[src/rtl/execution_issue_unit.sv]
// Issue side of the execution-unit interface: in-order command FIFO,
// one command in flight, captured result offered to writeback.
`timescale 1ns/1ps

package execution_pkg;
  typedef struct packed {
    logic [3:0]  alu_ctl;
    logic [31:0] op1;
    logic [31:0] op2;
  } execution_command_t;

  typedef struct packed {
    logic [31:0] data;
    logic [1:0]  outcome;
    logic        mtc0;
  } execution_result_t;
endpackage

module execution_issue_unit
  import execution_pkg::*;
#(
  parameter int DEPTH   = 4,
  parameter int TIMEOUT = 64
) (
  input  logic               clk,
  input  logic               rst,
  input  logic               i_flush,
  input  logic               i_valid,
  input  execution_command_t i_command,
  output logic               o_ready,
  output logic               o_exec_valid,
  output execution_command_t o_exec_command,
  input  logic               i_exec_done,
  input  execution_result_t  i_exec_result,
  output logic               o_wb_valid,
  output execution_result_t  o_wb_result,
  input  logic               i_wb_ready,
  output logic               o_timeout,
  output logic               o_busy
);
  localparam int AW = $clog2(DEPTH);
  localparam int CW = AW + 1;
  localparam int TW = $clog2(TIMEOUT + 1);

  localparam logic [1:0] IDLE  = 2'd0;
  localparam logic [1:0] ISSUE = 2'd1;
  localparam logic [1:0] DRAIN = 2'd2;

  execution_command_t mem [DEPTH];
  logic [AW-1:0]      wr_ptr;
  logic [AW-1:0]      rd_ptr;
  logic [CW-1:0]      count;
  logic [1:0]         state;
  logic [1:0]         state_nxt;
  execution_command_t issue_q;
  execution_result_t  result_q;
  logic               wb_valid_q;
  logic [TW-1:0]      wd_cnt;
  logic               timeout_q;

  logic push;
  logic pop;
  logic stall;
  logic done;
  logic wb_hs;
  logic empty;
  logic capture;

  assign empty   = (count == '0);
  assign o_ready = (count != CW'(DEPTH)) && !i_flush;
  assign push    = i_valid && o_ready;
  assign stall   = wb_valid_q && !i_wb_ready;
  assign o_exec_valid = ((state == ISSUE) && !stall)
                     || (state == DRAIN);
  assign done    = o_exec_valid && i_exec_done;
  assign wb_hs   = wb_valid_q && i_wb_ready;
  assign capture = done && (state == ISSUE) && !i_flush;

  assign o_exec_command = issue_q;
  assign o_wb_valid     = wb_valid_q;
  assign o_wb_result    = result_q;
  assign o_timeout      = timeout_q;
  assign o_busy = !empty || (state != IDLE) || wb_valid_q;

  always_comb begin
    state_nxt = state;
    pop       = 1'b0;
    case (state)
      IDLE: begin
        if (!empty && !i_flush) begin
          pop       = 1'b1;
          state_nxt = ISSUE;
        end
      end
      ISSUE: begin
        if (i_flush) begin
          state_nxt = done ? IDLE : DRAIN;
        end else if (done) begin
          if (!empty) pop = 1'b1;
          else        state_nxt = IDLE;
        end
      end
      DRAIN: begin
        if (done) state_nxt = IDLE;
      end
      default: state_nxt = IDLE;
    endcase
  end

  always_ff @(posedge clk) begin
    if (push) mem[wr_ptr] <= i_command;
  end

  always_ff @(posedge clk or posedge rst) begin
    if (rst) begin
      wr_ptr <= '0;
      rd_ptr <= '0;
      count  <= '0;
    end else if (i_flush) begin
      wr_ptr <= '0;
      rd_ptr <= '0;
      count  <= '0;
    end else begin
      if (push) wr_ptr <= wr_ptr + 1'b1;
      if (pop)  rd_ptr <= rd_ptr + 1'b1;
      count <= count + CW'(push) - CW'(pop);
    end
  end

  always_ff @(posedge clk or posedge rst) begin
    if (rst) begin
      state   <= IDLE;
      issue_q <= '0;
    end else begin
      state <= state_nxt;
      if (pop)
        issue_q <= mem[rd_ptr];
      else if (state_nxt == IDLE)
        issue_q <= '0;
    end
  end

  // a refill on the handshake cycle wins over the clear
  always_ff @(posedge clk or posedge rst) begin
    if (rst) begin
      wb_valid_q <= 1'b0;
      result_q   <= '0;
    end else if (i_flush) begin
      wb_valid_q <= 1'b0;
      result_q   <= '0;
    end else if (capture) begin
      wb_valid_q <= 1'b1;
      result_q   <= i_exec_result;
    end else if (wb_hs) begin
      wb_valid_q <= 1'b0;
      result_q   <= '0;
    end
  end

  always_ff @(posedge clk or posedge rst) begin
    if (rst) begin
      wd_cnt    <= '0;
      timeout_q <= 1'b0;
    end else begin
      if (done)
        wd_cnt <= '0;
      else if (o_exec_valid && wd_cnt != TW'(TIMEOUT))
        wd_cnt <= wd_cnt + 1'b1;
      if (o_exec_valid && !i_exec_done
          && wd_cnt == TW'(TIMEOUT - 1))
        timeout_q <= 1'b1;
    end
  end
endmodule

[config.mk]
export PLATFORM = sky130hd
export DESIGN_NAME = execution_issue_unit
export DESIGN_NICKNAME = d
export VERILOG_FILES = /design/src/rtl/execution_issue_unit.sv
export SDC_FILE = /design/constraint.sdc
export NUM_CORES = 1
export LEC_CHECK = 0
export BUFFER_PORTS_ARGS = -buffer_cell sky130_fd_sc_hd__buf_2
export CAP_MARGIN = 15
export CORE_ASPECT_RATIO = 0.5
export CORE_MARGIN = 2
export CORE_UTILIZATION = 51
export DETAILED_ROUTE_END_ITERATION = 10
export PLACE_DENSITY = 0.78
export SLEW_MARGIN = 20
export SYNTH_ARGS = -nofsm -noshare
export SYNTH_HDL_FRONTEND = slang
export SYNTH_SLANG_ARGS = --single-unit
[constraint.sdc]
create_clock -name clk -period 4.2 [get_ports clk]
set_clock_uncertainty 0.15 [all_clocks]
set_input_delay 0.84 -clock clk [delete_from_list [all_inputs] [get_ports clk]]
set_output_delay 0.84 -clock clk [all_outputs]
set_load 0.02 [all_outputs]
==> run metrics, run 1 <==
status complete, no violations; Die Wd 242 um; PortBufs 216; # IOs 217; Worst-Margin Slew 1130 ps; CTS tree built; initial antenna violation count 2; Syn Std Cell Area 14500 um2; RSZ-0062 raised after global routing false; synth warn 0; Pre-antenna DRT Iters 5; Via Count 7570; RePlAce Congestion 0.847; max cap viols 0; Setup TNS 0 ps; Setup Crit Path Kind flop to primary output; DP Wirelength 17.3 mm; Nets 1041; CTS buffer count 34; residual DRC count 0; Die Area 29800 um2; commonest non-fill, non-tap cells in the layout edfxtp_1, buf_2, dfrtp_1; Slowest-stage cell, CP dfrtp_1; first-pass GRT wire length 44.5 mm; Final min period approximately 3000 ps; htree depth 2; commonest non-fill, non-tap cell in the layout edfxtp_1; critical path data arrival time between 2000 and 2500 ps; Mapped Nets approximately 820; gr usage total 0.197; Seq/Total Area, Yosys 0.775; DRT antenna net count 0; clk_lat worst skew 530 ps; core footprint 27800 um2; CTS Buffer Depth 3; Core Rows between 40 and 50; WL final 28.9 mm; clk slew on worst S/H paths around 60 ps; Starting Density 0.521; syn avg cell area 20.7 um2; layout cells sized above 1 0.380; crit path max fanout 10; Max stage delay on crit path 550 ps; Hold Buf Count CTS 0; largest net degree at the start of global routing 71; # clock sinks 393; final period utilization 0.728; final worst slack 1140 ps; P per Cell Area 607 nW/um2; crit path launch type flop; Hold Fails Final Rpt 0; Yosys reg bits 393; Critical R2R Capture count[2]; R2R Setup Slk 1400 ps; Cells after Synth 699; fin util 0.617; Overflow after GRT 0; Critical R2R Launch o_wb_valid; Data required, critical path 3210 ps; via/cell ratio roughly 5.7; Leakage Power 6.71 nW; Hold Crit Class input pin to asynchronous set/reset pin; max-slew violation count 0; worst path cell trace nor2b_1, a21oi_1, inv_1, buf_2; cts repair resizes 0; DRT iter0 DRCs 543; Area growth syn-to-layout 18.6%; height of the die 123 um; clk root buf clkbuf_16; Unique masters post-synth 40; worst vdd ir 0.000336 V; routed len/inst ~22 um; FMAX 0.327 GHz; slew margin rel. 0.246; Place WS 826 ps; critical path endpoint category primary output; final setup vio count 0; R2R depth 11; post-CTS setup buffers 0; vias in the first global route 7851
worst max-delay path by stage:
stage                      startpoint            to
after detailed placement  i_exec_done      count[2]
after CTS                    state[1]  o_exec_valid
final                        state[1]  o_exec_valid
after global placement    i_exec_done      count[2]
after floorplan               i_flush     mem[1][0]
after global routing         state[1]  o_exec_valid
critical path: cells and delay by family, from the launching register on:
family / cells / cell delay [ps]
AOI/OAI and AO/OA: 1 / 450
buffers and inverters: 2 / 400
DFF: 1 / 550
and+or+nand+nor: 1 / 140
metrics by stage:
stage                     std cells  instance area (um2)  hold slack [ps]  total power [mW]
final                          1333                17100              247              10.4
after floorplan                 699                14500              318              6.65
after global placement         1268                16000              303              7.38
after CTS                      1329                17100              240              10.5
after global routing           1332                17100              268              10.9
after detailed placement       1268                16000              302              7.46
state kept, by name (all words and copies together) (netlist names):
name / flops
count: 3
mem: 272
o_exec_command: 68
o_timeout: 1
o_wb_result: 35
o_wb_valid: 1
rd_ptr: 2
state: 2
wd_cnt: 7
wr_ptr: 2
power breakdown:
group          internal (mW)  total (mW)  switching [mW]
Combinational           1.03        2.28            1.25
Sequential              4.64        5.07           0.433
Clock                   1.72        3.06            1.34
routing by layer:
layer | track usage | up-vias | share of wire
met5 | 0 | - | 0
met2 | 0.345 | 203 | 0.53
met4 | 0.0586 | 0 | 0.018
li1 | - | 3305 | -
met1 | 0.254 | 4025 | 0.41
met3 | 0.0399 | 37 | 0.049
Yosys cell counts (all sizes together):
cell type	instances	area, um2
a21oi	6	30.0
a211oi	1	12.5
nor4b	1	8.76
a221o	1	10.0
mux2	2	22.5
a32o	1	10.0
nor4	3	33.8
mux2i	1	10.0
dfrtp	121	3030
mux4	68	1530
nor3	4	25.0
a22o	103	902
o31ai	4	30.0
xor2	1	8.76
fa	1	20.0
nor2	9	33.8
buf	22	118
nand2b	2	12.5
and2	1	6.26
or4	1	7.51
inv	10	37.5
or2	2	12.5
edfxtp	272	8170
and3	5	31.3
ha	8	100
a31oi	2	12.5
nor2b	7	43.8
o21ai	7	35.0
o2bb2ai	1	8.76
clkbuf	18	67.6
nand3b	2	15.0
o31a	1	8.76
xnor2	1	8.76
nand2	6	22.5
nand3	4	20.0
area by class of cell:
cell class / instances / area (um2)
Sequential cell: 393 / 11200
Fill cell: 1961 / 10600
Multi-Input combinational cell: 256 / 3070
Timing Repair Buffer: 228 / 1250
Clock buffer: 48 / 953
Tap cell: 382 / 478
Clock inverter: 13 / 133
Inverter: 10 / 41.3
Antenna cell: 3 / 7.51
kinds of logic (layout without fill, tap and decap cells):
group / Yosys count / in the layout / synth area share
flip-flops: 393 / 393 / 0.775
AO/OA/AOI/OAI: 127 / 127 / 0.0733
multiplexers: 71 / 71 / 0.108
buffers and inverters: 50 / 299 / 0.0154
AND/OR/NAND/NOR: 47 / 47 / 0.0189
adder cells (fa/ha/maj): 9 / 9 / 0.00831
XOR/XNOR: 2 / 2 / 0.00121
other: 0 / 3 / 0
(Power assumes the default switching activity.)
==> run 2: changes to the inputs <==
--- a/config.mk
+++ b/config.mk
@@ -9,7 +9,7 @@
 export CAP_MARGIN = 15
 export CORE_ASPECT_RATIO = 0.5
 export CORE_MARGIN = 2
-export CORE_UTILIZATION = 51
+export CORE_UTILIZATION = 53
 export DETAILED_ROUTE_END_ITERATION = 10
 export PLACE_DENSITY = 0.78
 export SLEW_MARGIN = 20
==> constraint.sdc (replaced) <==
create_clock -name clk -period 3.13 [get_ports clk]
set_clock_uncertainty 0.15 [all_clocks]
set_input_delay 0.626 -clock clk [delete_from_list [all_inputs] [get_ports clk]]
set_output_delay 0.626 -clock clk [all_outputs]
set_load 0.02 [all_outputs]
==> run 2 against run 1 <==
Effect of this change:
- die area fell by 3.7%
- critical path depth did not move
- routed wire length increased by 2.2%
- setup slack got worse by 900 ps
- combinational power up 44%
- worst hold slack got worse by 98 ps
- count of clock-buffer cells in the layout down 4
- register-to-register slack worse by 1100 ps
- flip-flop and latch count did not move
- via count hardly changed
- non-clock buffer count up 11
- critical path type unchanged
==> run metrics, run 2 (synthesis results as in run 1) <==
status complete, no violations; Via Count 7571 (+0.013%); final std cells w/o fill 1315 (-1.4%); worst vdd ir 0.000415 V (+24%); slew margin rel. 0.357 (+0.111); Hold Fails Final Rpt 0 (unchanged); height of the die 121 um (-1.8%); DP Wirelength 17.8 mm (+2.9%); DRT antenna net count 0 (unchanged); largest net degree at the start of global routing 69 (-2.8%); met2 Usage GRT 0.372 (+0.0271); Critical R2R Launch o_wb_valid; clk slew on worst S/H paths 70 ps (about the same); RePlAce Congestion 0.828 (-2.2%); Hold Crit Class input pin to asynchronous set/reset pin; crit path launch type flop; residual DRC count 0 (unchanged); Cell Area, Placed 16200 um2 (+0.80%); via/cell ratio 5.76 (+1.4%); Data required, critical path 2350 ps (-860 ps); Slowest-stage cell, CP dfrtp_1; Place WS 130 ps (-696 ps); max cap viols 0 (unchanged); routed len/inst 22.5 um (+3.6%); Max stage delay on crit path 550 ps (about the same); vias in the first global route 7806 (-0.57%); DRT iter0 DRCs 543 (unchanged); core footprint 26600 um2 (-4.0%); Leakage Power 6.83 nW (+1.8%); Worst-Margin Slew 962 ps (-169 ps); post-CTS setup buffers 0 (unchanged); # fillers 1756 (-10%); htree depth 2 (unchanged); commonest non-fill, non-tap cell in the layout edfxtp_1; Area growth syn-to-layout 20.1%; Die Area 28700 um2 (-3.7%); Core Rows 42 (-2.3%); Critical path origin state[1]; layout cells sized above 1 0.396 (+0.0161); RSZ-0062 raised after global routing false; critical path endpoint category primary output; GR peak layer met2; Starting Density 0.542 (+0.0219); Final min period approximately 2900 ps; Setup TNS 0 ps (unchanged); Setup Crit Path Kind flop to primary output; commonest non-fill, non-tap cells in the layout edfxtp_1, buf_2, dfrtp_1; # IOs 217 (unchanged); worst path cell trace nor2b_1, a21oi_1, inv_1, buf_2; final worst slack 244 ps (-900 ps); max-slew violation count 0 (unchanged); cell count after placement 1250 (-1.4%); gr usage total 0.212 (+0.0148); fin util 0.652 (+0.0343); max reg flops 272 (unchanged); clk root buf clkbuf_16; PortBufs 216 (unchanged); Top reg by flops mem; Hold Buf Count CTS 0 (unchanged); critical path data arrival time 2110 ps (+40 ps); Pre-antenna DRT Iters 5 (unchanged); Design Area, Final 17400 um2 (+1.3%); initial antenna violation count 5 (+3); crit path max fanout 10 (unchanged); final period utilization 0.922; clk_lat worst skew 540 ps (about the same); P per Cell Area 830 nW/um2 (+37%); CTS tree built; final setup vio count 0 (unchanged); cts repair resizes 0 (unchanged); first-pass GRT wire length 45.5 mm (+2.4%); CTS Buffer Depth 3 (unchanged); Overflow after GRT 0 (unchanged); hold slack 149 ps (-97.5 ps); PnR Total Power 14.4 mW (+38%); FMAX 0.347 GHz; met3 Usage GRT 0.0438 (+0.00390); met1 Usage GRT 0.269 (+0.0147); # clock sinks 393 (unchanged); Nets 1052 (+1.1%); CTS buffer count 34 (unchanged); WL final 29.6 mm (+2.2%); Die Wd 238 um (-1.9%)
-- run 2: area by class of cell --
cell class	instances	area [um2]	share of cell area
clock inverters	18	244	0.0141
clock buffers	44	948	0.0546
flip-flops and latches	393	11200	0.645
diodes	3	7.51	0.000432
inverters	10	41.3	0.00238
multi-input cells	256	3070	0.177
well taps	352	440	0.0254
repair buffers	239	1400	0.0809
-- run 2: power by group --
| group | switching [mW] | total, mW | internal (mW) | leakage [nW] |
|---|---|---|---|---|
| clock | 1.86 | 4.44 | 2.58 | 0.578 |
| combinational | 1.82 | 3.28 | 1.46 | 2.14 |
| sequential | 0.459 | 6.68 | 6.22 | 4.12 |
| total | 4.14 | 14.4 | 10.3 | 6.83 |
-- run 2: per-layer routing --
| layer | wire [um] | up-vias |
|---|---|---|
| met5 | 26 | - |
| met2 | 15300 | 218 |
| met4 | 636 | 4 |
| met1 | 12200 | 3961 |
| met3 | 1400 | 57 |
| li1 | - | 3331 |
-- run 2: worst paths after layout --
path,endpoint,slack (ps),cells past startpoint
worst max register to register,count[2],290,11
max in group asynchronous,rd_ptr[0],1930,3
worst min register to register,o_timeout,320,1
min in group clk,mem[3][29],150,1
worst min-delay path,o_exec_command[41],150,2
worst max-delay path,o_exec_valid,240,4
-- run 2: worst max-delay path: cells and delay by family (launching register included) --
family	cells	cell delay [ps]
buf+inv	2	420
flops	1	550
simple gates	1	150
compound gates	1	460
==> run 3: changes to the inputs <==
--- a/config.mk
+++ b/config.mk
@@ -5,6 +5,7 @@
 export SDC_FILE = /design/constraint.sdc
 export NUM_CORES = 1
 export LEC_CHECK = 0
+export ABC_AREA = 1
 export BUFFER_PORTS_ARGS = -buffer_cell sky130_fd_sc_hd__buf_2
 export CAP_MARGIN = 15
 export CORE_ASPECT_RATIO = 0.5
==> run 3 against run 2 <==
Effect of this change:
- area after synthesis rose by 6.7%
- power is 4.7% higher
- setup slack improved by 430 ps
- register-to-register slack improved by 380 ps
- sequential power grew 0.6%
- cell count up 41%
- critical path depth up 9
- combinational power grew 30%
- flip-flop and latch count did not move
- routed wire length grew 17%
- global-route usage increased by 1.4 points
- non-clock buffer count shrank 1
- highest routed layer unchanged
==> run metrics, run 3 <==
Synth area leaders edfxtp_1, dfrtp_1, nand2_1, a32oi_1, nand3_1; Die Area 30600 um2 (+6.5%); Sequential Area 11200 um2 (unchanged); most frequent cell after synthesis nand2_1; P per Cell Area 836 nW/um2 (+0.74%); fin util 0.627 (-0.0247); Die Wd 245 um (+3.2%); final setup vio count 0 (unchanged); Area growth syn-to-layout 17.0%; clk_lat worst skew 530 ps (about the same); FMAX 0.407 GHz (+17%); # IOs 217 (unchanged); crit path launch type flop; critical path endpoint category flop; post-CTS setup buffers 0 (unchanged); via/cell ratio 5.69 (-1.2%); max cap viols 0 (unchanged); initial antenna violation count 8 (+3); worst vdd ir 0.000519 V (+25%); DP Wirelength 19.5 mm (+9.7%); Yosys top cell by area edfxtp_1; Critical R2R Launch count[1]; EDFF count, synth 272 (unchanged); gr usage total 0.225 (+0.0139); Hold Fails Final Rpt 0 (unchanged); Mapped Nets 1363 (+67%); commonest non-fill, non-tap cells in the layout nand2_1, edfxtp_1, buf_2; Nets 1554 (+48%); Core Rows 44 (+4.8%); R2R Setup Slk 670 ps (+380 ps); Cell Area, Placed 16900 um2 (+4.9%); # clock sinks 393 (unchanged); Hold Path Depth 1; commonest non-fill, non-tap cell in the layout nand2_1; layout cells sized above 1 0.225 (-0.171); Top reg by flops mem; Yosys reg bits 393 (unchanged); Syn Std Cell Area 15400 um2 (+6.7%); Cells after Synth 1245 (+78%); CTS tree built; Via Count 10584 (+40%); routed len/inst 18.7 um (-17%); largest net degree at the start of global routing 139 (+100%); Unique masters post-synth 32 (-20%); synth warn 0 (unchanged); vias in the first global route 10500 (+35%); crit path max fanout 4 (-6); CTS Buffer Depth 3 (unchanged); core footprint 28800 um2 (+8.1%); Pre-antenna DRT Iters 5 (unchanged); Critical R2R Capture count[2]; Setup Crit Path Kind flop to flop; DRT iter0 DRCs 828 (+52%); RSZ-0062 raised after global routing false; Data required, critical path 3390 ps (+1040 ps); status complete, no violations; Synth async-reset ratio 0.308 (unchanged); first-pass GRT wire length 54.3 mm (+19%); residual DRC count 0 (unchanged); Starting Density 0.536 (-0.00678); critical path data arrival time 2720 ps (+610 ps); Final min period 2460 ps (-429 ps); RePlAce Congestion 0.822 (-0.70%); Overflow after GRT 0 (unchanged); height of the die 125 um (+3.2%); top cell type's share of synthesized area 0.530 (-0.0356); Hold Path Sink mem[1][39]; multi-input logic area 3790 um2 (+23%); Hold Buf Count CTS 0 (unchanged); synth cell count leaders nand2_1, edfxtp_1, dfrtp_1; DRT antenna net count 0 (unchanged); Post-synth top flop edfxtp_1; max-slew violation count 0 (unchanged); clk root buf clkbuf_16; worst hold start i_command[39]; WL final 34.7 mm (+17%); Design Area, Final 18000 um2 (+4.0%); cts repair resizes 0 (unchanged); slew margin rel. 0.311 (-0.0465); htree depth 2 (unchanged); Seq/Total Area, Yosys 0.726 (-0.0488); Hold Crit Class input pin to flop; # fillers 2094 (+19%); PortBufs 216 (unchanged); clk slew on worst S/H paths 70 ps (about the same); final period utilization 0.785 (-0.137); syn avg cell area 12.4 um2 (-40%); R2R depth 13 (+2); Leakage Power 7.72 nW (+13%); max reg flops 272 (unchanged); Worst-Margin Slew 1030 ps (+71.8 ps); CTS buffer count 35 (+2.9%)
==> run 3: area by class of cell <==
cell class | count | area share
Antenna cell | 7 | 0.000971
Clock buffer | 51 | 0.0541
Clock inverter | 12 | 0.00596
Inverter | 27 | 0.00596
Multi-Input combinational cell | 741 | 0.210
Sequential cell | 393 | 0.621
Tap cell | 391 | 0.0271
Timing Repair Buffer | 238 | 0.0753
==> run 3: logic make-up (layout without fill, tap and decap cells) <==
kind of cell / count (synthesis) / in the layout / synth area share
other cells: 0 / 7 / 0
fa+ha+maj: 9 / 9 / 0.00779
compound gates: 149 / 149 / 0.0655
simple gates: 577 / 577 / 0.166
xor+xnor: 6 / 6 / 0.00341
buf+inv: 111 / 328 / 0.0318
flops: 393 / 393 / 0.726
==> run 3: how the worst max path moves through the flow <==
stage | slack (ps) | depth (start not counted) | from | end
finish | 670 | 13 | count[1] | count[2]
global route | 520 | 13 | count[1] | count[2]
CTS | 670 | 13 | count[1] | count[2]
detailed placement | 450 | 13 | i_flush | count[2]
global placement | 530 | 13 | i_flush | count[2]
floorplan | -610 | 4 | i_flush | mem[1][0]
==> run 3: critical path, cell delays in order, from the launching register on <==
cell	delay, ps
dfrtp_1	440
nor3_2	300
nor2_1	90
inv_1	70
nor2_1	70
nand2_4	70
inv_2	40
ha_1	250
inv_1	60
ha_1	130
inv_1	50
fa_1	390
xor2_1	180
nor2_1	50
==> run 3: report_power, final <==
group / switching, mW / leakage (nW) / total [mW] / internal, mW
combinational: 3.03 / 3.07 / 4.27 / 1.23
clock: 1.83 / 0.531 / 4.10 / 2.27
sequential: 0.401 / 4.12 / 6.72 / 6.32
==> run 3: stage by stage <==
stage	setup slack (ps)	instances	setup TNS, ps	hold WS (ps)	power [mW]
after floorplan	-612	1245	-124930	337	9.66
after global placement	530	1790	0	310	10.9
after detailed placement	452	1790	0	311	11.1
after CTS	672	1853	0	136	15.2
after global routing	524	1859	0	141	15.8
final	673	1860	0	155	15.1
==> run 3: layer usage <==
layer | track usage | share of wire | routed length, um | vias to the layer above
met5 | 0 | 0.00032 | 11 | -
met4 | 0.0803 | 0.026 | 899 | 2
met3 | 0.0422 | 0.070 | 2440 | 74
met2 | 0.395 | 0.50 | 17400 | 397
met1 | 0.281 | 0.40 | 13900 | 5270
li1 | - | - | - | 4841
